### src/rtl/mips32_sum_engine.sv
// Series-sum accelerator: accumulates sum(i) or sum(i^2) for i = 1..N, one term per clock.
// Build option: define MIPS32_SUM_SQ_EN to include the squares mode (sq register and adder).
module mips32_sum_engine #(
    parameter int WIDTH = 32
) (
    input  logic             clk,
    input  logic             rst,
    input  logic             start,
    input  logic [WIDTH-1:0] n,
    input  logic             mode,
    output logic             busy,
    output logic             done,
    output logic [WIDTH-1:0] result,
    output logic             overflow
);
    localparam logic [1:0] S_IDLE = 2'd0;
    localparam logic [1:0] S_RUN  = 2'd1;
    localparam logic [1:0] S_DONE = 2'd2;

    logic [1:0]       state_q, state_d;
    logic [WIDTH-1:0] n_q, n_d;
    logic [WIDTH-1:0] acc_q, acc_d;
    logic [WIDTH-1:0] i_q, i_d;
    logic [WIDTH-1:0] result_q, result_d;
    logic             ovf_q, ovf_d;
    logic             busy_q, busy_d;
    logic             done_q, done_d;

    logic [WIDTH-1:0] term;
    logic [WIDTH-1:0] sq_next;
    logic             sq_carry;
    logic [WIDTH:0]   acc_sum;

`ifdef MIPS32_SUM_SQ_EN
    logic             mode_q, mode_d;
    logic [WIDTH-1:0] sq_q, sq_d;
    logic [WIDTH:0]   odd;
    logic [WIDTH:0]   sq_sum;

    // Consecutive squares differ by 2i-1, so sq tracks i^2 with a single adder.
    assign odd      = {i_q, 1'b0} - {{WIDTH{1'b0}}, 1'b1};
    assign sq_sum   = {1'b0, sq_q} + odd;
    assign sq_next  = sq_sum[WIDTH-1:0];
    assign term     = mode_q ? sq_next : i_q;
    assign sq_carry = mode_q & sq_sum[WIDTH];
`else
    logic unused_mode;
    assign unused_mode = mode;
    assign sq_next     = '0;
    assign term        = i_q;
    assign sq_carry    = 1'b0;
`endif

    assign acc_sum = {1'b0, acc_q} + {1'b0, term};

    always_comb begin
        state_d  = state_q;
        n_d      = n_q;
        acc_d    = acc_q;
        i_d      = i_q;
        result_d = result_q;
        ovf_d    = ovf_q;
        busy_d   = busy_q;
        done_d   = 1'b0;
`ifdef MIPS32_SUM_SQ_EN
        mode_d   = mode_q;
        sq_d     = sq_q;
`endif
        case (state_q)
            S_IDLE: begin
                if (start) begin
                    n_d    = n;
                    acc_d  = '0;
                    i_d    = {{(WIDTH-1){1'b0}}, 1'b1};
                    ovf_d  = 1'b0;
                    busy_d = 1'b1;
`ifdef MIPS32_SUM_SQ_EN
                    mode_d = mode;
                    sq_d   = '0;
`endif
                    if (n == '0) begin
                        state_d  = S_DONE;
                        done_d   = 1'b1;
                        result_d = '0;
                    end else begin
                        state_d  = S_RUN;
                    end
                end
            end
            S_RUN: begin
                acc_d = acc_sum[WIDTH-1:0];
                i_d   = i_q + 1'b1;
                ovf_d = ovf_q | acc_sum[WIDTH] | sq_carry;
`ifdef MIPS32_SUM_SQ_EN
                sq_d  = sq_next;
`endif
                // Compare before increment so n = 2^WIDTH-1 terminates before i wraps.
                if (i_q == n_q) begin
                    state_d  = S_DONE;
                    done_d   = 1'b1;
                    result_d = acc_sum[WIDTH-1:0];
                end
            end
            S_DONE: begin
                state_d = S_IDLE;
                busy_d  = 1'b0;
            end
            default: begin
                state_d = S_IDLE;
                busy_d  = 1'b0;
            end
        endcase
    end

    always_ff @(posedge clk or posedge rst) begin
        if (rst) begin
            state_q  <= S_IDLE;
            n_q      <= '0;
            acc_q    <= '0;
            i_q      <= '0;
            result_q <= '0;
            ovf_q    <= 1'b0;
            busy_q   <= 1'b0;
            done_q   <= 1'b0;
`ifdef MIPS32_SUM_SQ_EN
            mode_q   <= 1'b0;
            sq_q     <= '0;
`endif
        end else begin
            state_q  <= state_d;
            n_q      <= n_d;
            acc_q    <= acc_d;
            i_q      <= i_d;
            result_q <= result_d;
            ovf_q    <= ovf_d;
            busy_q   <= busy_d;
            done_q   <= done_d;
`ifdef MIPS32_SUM_SQ_EN
            mode_q   <= mode_d;
            sq_q     <= sq_d;
`endif
        end
    end

    assign busy     = busy_q;
    assign done     = done_q;
    assign result   = result_q;
    assign overflow = ovf_q;
endmodule

### config.mk
export PLATFORM = sky130hd
export DESIGN_NAME = mips32_sum_engine
export DESIGN_NICKNAME = d
export VERILOG_FILES = /design/src/rtl/mips32_sum_engine.sv
export SDC_FILE = /design/constraint.sdc
export NUM_CORES = 1
export LEC_CHECK = 0
export ABC_CLOCK_PERIOD_IN_PS = 6900
export CAP_MARGIN = 20
export CORE_MARGIN = 3
export CORE_UTILIZATION = 55
export DETAILED_ROUTE_END_ITERATION = 10
export PLACE_DENSITY = 0.73
export SYNTH_ARGS = -nofsm -noshare
export SYNTH_HDL_FRONTEND = slang
export SYNTH_SLANG_ARGS = --single-unit
### constraint.sdc
create_clock -name clk -period 6.9 [get_ports clk]
set_clock_uncertainty 0.15 [all_clocks]
set_input_delay 1.035 -clock clk [delete_from_list [all_inputs] [get_ports clk]]
set_output_delay 1.035 -clock clk [all_outputs]
set_load 0.01 [all_outputs]
==> results.toml, run 1 <==
[outcome]
outcome = "finished clean"

[detailed_routing]
drc = 0
drtAntennaViolNets = 0
wl_per_cell_um = 17.9
vias_per_cell = 6.00
via_count = 6548
first_pass_iters = 6
drtIter0Drc = 634
finalWirelength_mm = 19.5

[logic_synthesis]
synth_edf_count = 0
synth-seq-area-share_pct = 44.5
synthCells = 851
synth_cell_types = 52
async_flop_share_pct = 100
synth_warnings = 0
synthFlopType = "dfrtp_1"
synth_area_per_cell_um2 = 8.78
syn-num-nets = 921
ys_ff_latch = 133
synth_area_um2 = 7470

[sta]
fmax_ghz = 0.252
post-route-period-util_pct = 57.5
worst_slack_ps = 2930
min_period_ps = 3970
max-slew-margin-rel_pct = 38.9
hold_violations = 0
whs_ps = 326
tightest_slew_ps = 915
slew_violations = 0
rsz0062_at_grt = "no"
setup_violations = 0
tns_ps = 0

[grt]
grt_max_degree = 89
grt-ovfl-total = 0
grt_antenna_before_repair = 0
grt_pass1_vias = 6263
grt_pass1_wl_mm = 31.4
grt_use_total_pct = 27.3

[critical_path]
r2r_slack_ps = 3490
r2r_cells = 8
worstPathArrival_ps = 4130
required_ps = 7060
r2r-start = "i_q[17]"
cp-start-kind = "input pin"
r2r-end = "result[30]"
worst-path-max-fanout = 56
end_kind = "register"
critical_path_class = "input pin to register"

[min_path]
hold_end = "result[26]"
min_from = "result[26]"
hold_depth = 2
hold_class = "register to register"

[clock_tree]
post_cts_resized = 0
clk_pin_slew_ps = 60
clk_latency_ps = 430
htreeDepth = 4
cts_sinks = 133
numCtsBuffers = 17
ctsLongestPathBuffers = 2
post-cts-setup-buffers = 0
ctsHoldBuffers = 0
tritoncts = "yes"
clockRootBuffer = "clkbuf_16"

[pwr]
p_per_area_nw_per_um2 = 380
p_total_w = 0.00338
peakVddDrop_uv = 205
p_leak_nw = 4.19

[flow_run]
drv_cap = 0

[die]
ioPinCount = 71
fp.dieArea_um2 = 15000
core_area_um2 = 12900
die_h_um = 123
num_rows = 41
start_util_pct = 57.8
die_width_um = 123

[cells_and_area]
nFillCells = 1063
finalInstanceArea_um2 = 8900
layout_common_cells = "225 x nand2_1, 133 x dfrtp_1, 69 x clkdlybuf4s50_1"
syn2layout_area_growth_pct = 19.1
diodes = 0
drive_above_1_share_pct = 5.33
final_common_cell = "nand2_1"
fin_nets = 977

[place]
dp_hpwl_mm = 14.0
port_buffers = 69
place_area_um2 = 8270
pre_cts_slack_ps = 2610
place.gp.congestion = 0.890
## layout make-up
cell class                 instances  area (µm²)  share of cell area [%]
multi-input combinational        664        3930                    44.1
sequential                       133        3330                    37.4
timing repair buffer              76         763                    8.58
clock buffer                      18         429                    4.82
tap                              172         215                    2.42
clock inverter                    14         176                    1.98
inverter                          15        58.8                   0.661
## worst max-delay path by stage
| stage | start | end | cells past startpoint |
|---|---|---|---|
| 6_report | n[3] | result[30] | 9 |
| 5_1_grt | n[3] | result[30] | 9 |
| 4_1_cts | n[3] | result[30] | 9 |
| 3_5_place_dp | n[3] | result[30] | 9 |
| 3_3_place_gp | n[3] | result[30] | 9 |
| 2_1_floorplan | rst | acc_q[0] | 1 |
## kinds of logic after synthesis
logic type,synth area share (%)
simple gates,22.0
compound gates,16.1
buf+inv,3.05
xor+xnor,6.43
mux,2.06
flops,44.5
fa+ha+maj,5.79
## Yosys cell counts (11+ instances only)
cell type	number	area, µm²
a21o_1	17	128
o211ai_1	14	105
a21oi_1	37	185
clkbuf_1	33	124
nor3_1	11	55.1
nor2_1	36	135
inv_1	15	56.3
dfrtp_1	133	3330
xnor2_1	42	368
nand3_1	27	135
mux2i_1	12	120
nand4_1	25	156
nor4_1	11	68.8
o31ai_1	23	173
o21ai_0	56	280
ha_1	33	413
xor2_1	11	96.3
nand2_1	226	848
## routing by layer
metal  wire length [µm]  track usage, %  up-vias
li1                   -               -     3115
met4                466            10.0        0
met1               8420            36.3     3183
met3               1060            6.41       39
met2               9590            43.7      211
met5                  0               0        -
## report_power, final
group | total, W | internal [W] | switching, W
Sequential | 0.00122 | 0.00103 | 0.000187
Clock | 0.000935 | 0.000572 | 0.000363
Combinational | 0.00123 | 0.000485 | 0.000742
Total | 0.00338 | 0.00209 | 0.00129
## stage by stage
| step | utilization (%) | instances |
|---|---|---|
| 6_report | 68.8 | 1092 |
| 5_1_grt | 68.8 | 1092 |
| 4_1_cts | 68.6 | 1091 |
| 3_5_place_dp | 63.9 | 1059 |
| 3_3_place_gp | 63.9 | 1059 |
| 2_1_floorplan | - | 851 |
## sequential cells by signal, summed over array words and instances (netlist names)
name and count:
done 1, i_q 32, acc_q 32, overflow 1, result 32, busy 1
n_q 32, state_q 2
## critical path, cell delays in order
cell and delay (ps):
clkdlybuf4s50_1 430, nor4_1 480, nand4_1 240, nor2_1 320, a21oi_1 110, or3_2 410
buf_4 280, nor2_1 400, mux2_2 380
Note: power is estimated with default switching activity, not from simulation.
==> inputs of run 2 (changes only) <==
==> config.mk (replaced) <==
export PLATFORM = sky130hd
export DESIGN_NAME = mips32_sum_engine
export DESIGN_NICKNAME = d
export VERILOG_FILES = /design/src/rtl/mips32_sum_engine.sv
export SDC_FILE = /design/constraint.sdc
export NUM_CORES = 1
export LEC_CHECK = 0
export ABC_CLOCK_PERIOD_IN_PS = 3300
export CAP_MARGIN = 20
export CORE_MARGIN = 3
export CORE_UTILIZATION = 52
export DETAILED_ROUTE_END_ITERATION = 10
export PLACE_DENSITY = 0.72
export SYNTH_ARGS = -nofsm -noshare
export SYNTH_HDL_FRONTEND = slang
export SYNTH_SLANG_ARGS = --single-unit
==> constraint.sdc (replaced) <==
create_clock -name clk -period 3.3 [get_ports clk]
set_clock_uncertainty 0.15 [all_clocks]
set_input_delay 0.495 -clock clk [delete_from_list [all_inputs] [get_ports clk]]
set_output_delay 0.495 -clock clk [all_outputs]
set_load 0.01 [all_outputs]
==> run 2 against run 1 <==
Net effect:
- setup slack worse by 2700 ps
- wire length down 0.76%
- register-to-register slack worse by 3300 ps
- combinational power up 110%
- largest power group unchanged
==> results.toml, run 2 (synthesis results as in run 1) <==
[outcome]
outcome = "finished clean"

[detailed_routing]
drtAntennaViolNets = 0
drc = 0
wl_per_cell_um = 17.5
via_count = 6550
first_pass_iters = 5
vias_per_cell = 5.90
drtIter0Drc = 495
finalWirelength_mm = 19.4

[grt]
grt_use_total_pct = 25.3
grt_max_degree = 134
grt_pass1_vias = 6550
grt_pass1_wl_mm = 32.3
grt_antenna_before_repair = 0
grt-ovfl-total = 0

[sta]
slew_violations = 0
setup_violations = 0
max-slew-margin-rel_pct = 41.7
post-route-period-util_pct = 93.0
hold_violations = 0
whs_ps = 327
min_period_ps = 3070
tightest_slew_ps = 874
rsz0062_at_grt = "no"
fmax_ghz = 0.326
tns_ps = 0

[critical_path]
required_ps = 3450
worst-path-max-fanout = 9
cp-start-kind = "register"
end_kind = "register"
worstPathArrival_ps = 3220
critical_path_class = "register to register"

[die]
die_h_um = 126
core_area_um2 = 14000
fp.dieArea_um2 = 15800
ioPinCount = 71
die_width_um = 126
num_rows = 43
start_util_pct = 53.4

[clock_tree]
clockRootBuffer = "clkbuf_16"
clk_latency_ps = 420
post_cts_resized = 0
ctsHoldBuffers = 0
numCtsBuffers = 17
cts_sinks = 133
clk_pin_slew_ps = 50
post-cts-setup-buffers = 0
ctsLongestPathBuffers = 2
htreeDepth = 4
tritoncts = "yes"

[pwr]
p_per_area_nw_per_um2 = 777
p_leak_nw = 4.23
peakVddDrop_uv = 523

[flow_run]
drv_cap = 0

[cells_and_area]
final_common_cell = "nand2_1"
drive_above_1_share_pct = 6.12
diodes = 0
layout_common_cells = "225 x nand2_1, 133 x dfrtp_1, 69 x clkdlybuf4s50_1"
syn2layout_area_growth_pct = 19.9
fin_nets = 991

[min_path]
hold_class = "register to register"

[place]
port_buffers = 69
place.gp.congestion = 0.966
dp_hpwl_mm = 14.3
[run 2: cell count changes in the layout (fill, tap and decap cells not counted), moves of 2 or more]
cell and delta:
clkinv_4 -4, inv_6 -2, clkbuf_1 +3, clkbuf_8 +3
buf_4 +14
[run 2: layout make-up]
type / count / area [µm²]
well taps: 180 / 225
inverters: 15 / 60.1
clock buffers: 24 / 482
repair buffers: 90 / 861
flip-flops and latches: 133 / 3330
clock inverters: 5 / 75.1
multi-input cells: 664 / 3920
fillers: 1212 / 5030
[run 2: per-layer routing]
layer,share of wire (%),global-route usage (%),vias to the layer above
met2,49,42.3,178
met4,2.7,9.34,0
li1,-,-,3147
met3,4.9,4.20,38
met5,0,0,-
met1,43,33.2,3187
[run 2: where the power goes]
part / total, W / internal (W) / leakage (nW) / switching (W)
Sequential: 0.00254 / 0.00216 / 1.78 / 0.000382
Combinational: 0.00261 / 0.00107 / 2.17 / 0.00154
Clock: 0.00181 / 0.00115 / 0.276 / 0.000653
[run 2: metrics by stage]
| stage | utilization [%] | power [W] | instances | setup WS (ps) | instance area [µm²] |
|---|---|---|---|---|---|
| 6_report | 64.0 | 0.00696 | 1111 | 231 | 8950 |
| 3_3_place_gp | 60.0 | 0.00507 | 1082 | 142 | 8400 |
| 2_1_floorplan | - | 0.00420 | 851 | 605 | 7470 |
| 4_1_cts | 64.0 | 0.00701 | 1111 | 240 | 8950 |
| 3_5_place_dp | 60.0 | 0.00517 | 1082 | 92.2 | 8400 |
| 5_1_grt | 64.0 | 0.00744 | 1111 | 50.5 | 8950 |
[run 2: critical path, cell delays in order (launching register included)]
cell	delay, ps
dfrtp_1	560
ha_1	350
o211ai_1	110
o21ai_0	160
o311ai_0	520
buf_4	210
a211oi_1	80
buf_4	150
o211ai_1	200
a21boi_0	160
o41ai_1	320
[run 2: final timing paths]
check                      startpoint    endpoint  slack (ps)  cells past startpoint
setup reg to reg               i_q[3]  result[29]         230                     10
max in group asynchronous         rst      i_q[3]        1960                      3
setup / recovery               i_q[3]  result[29]         230                     10
hold / removal             result[23]  result[23]         330                      2
hold reg to reg            result[23]  result[23]         330                      2
min in group asynchronous         rst  result[31]         480                      3
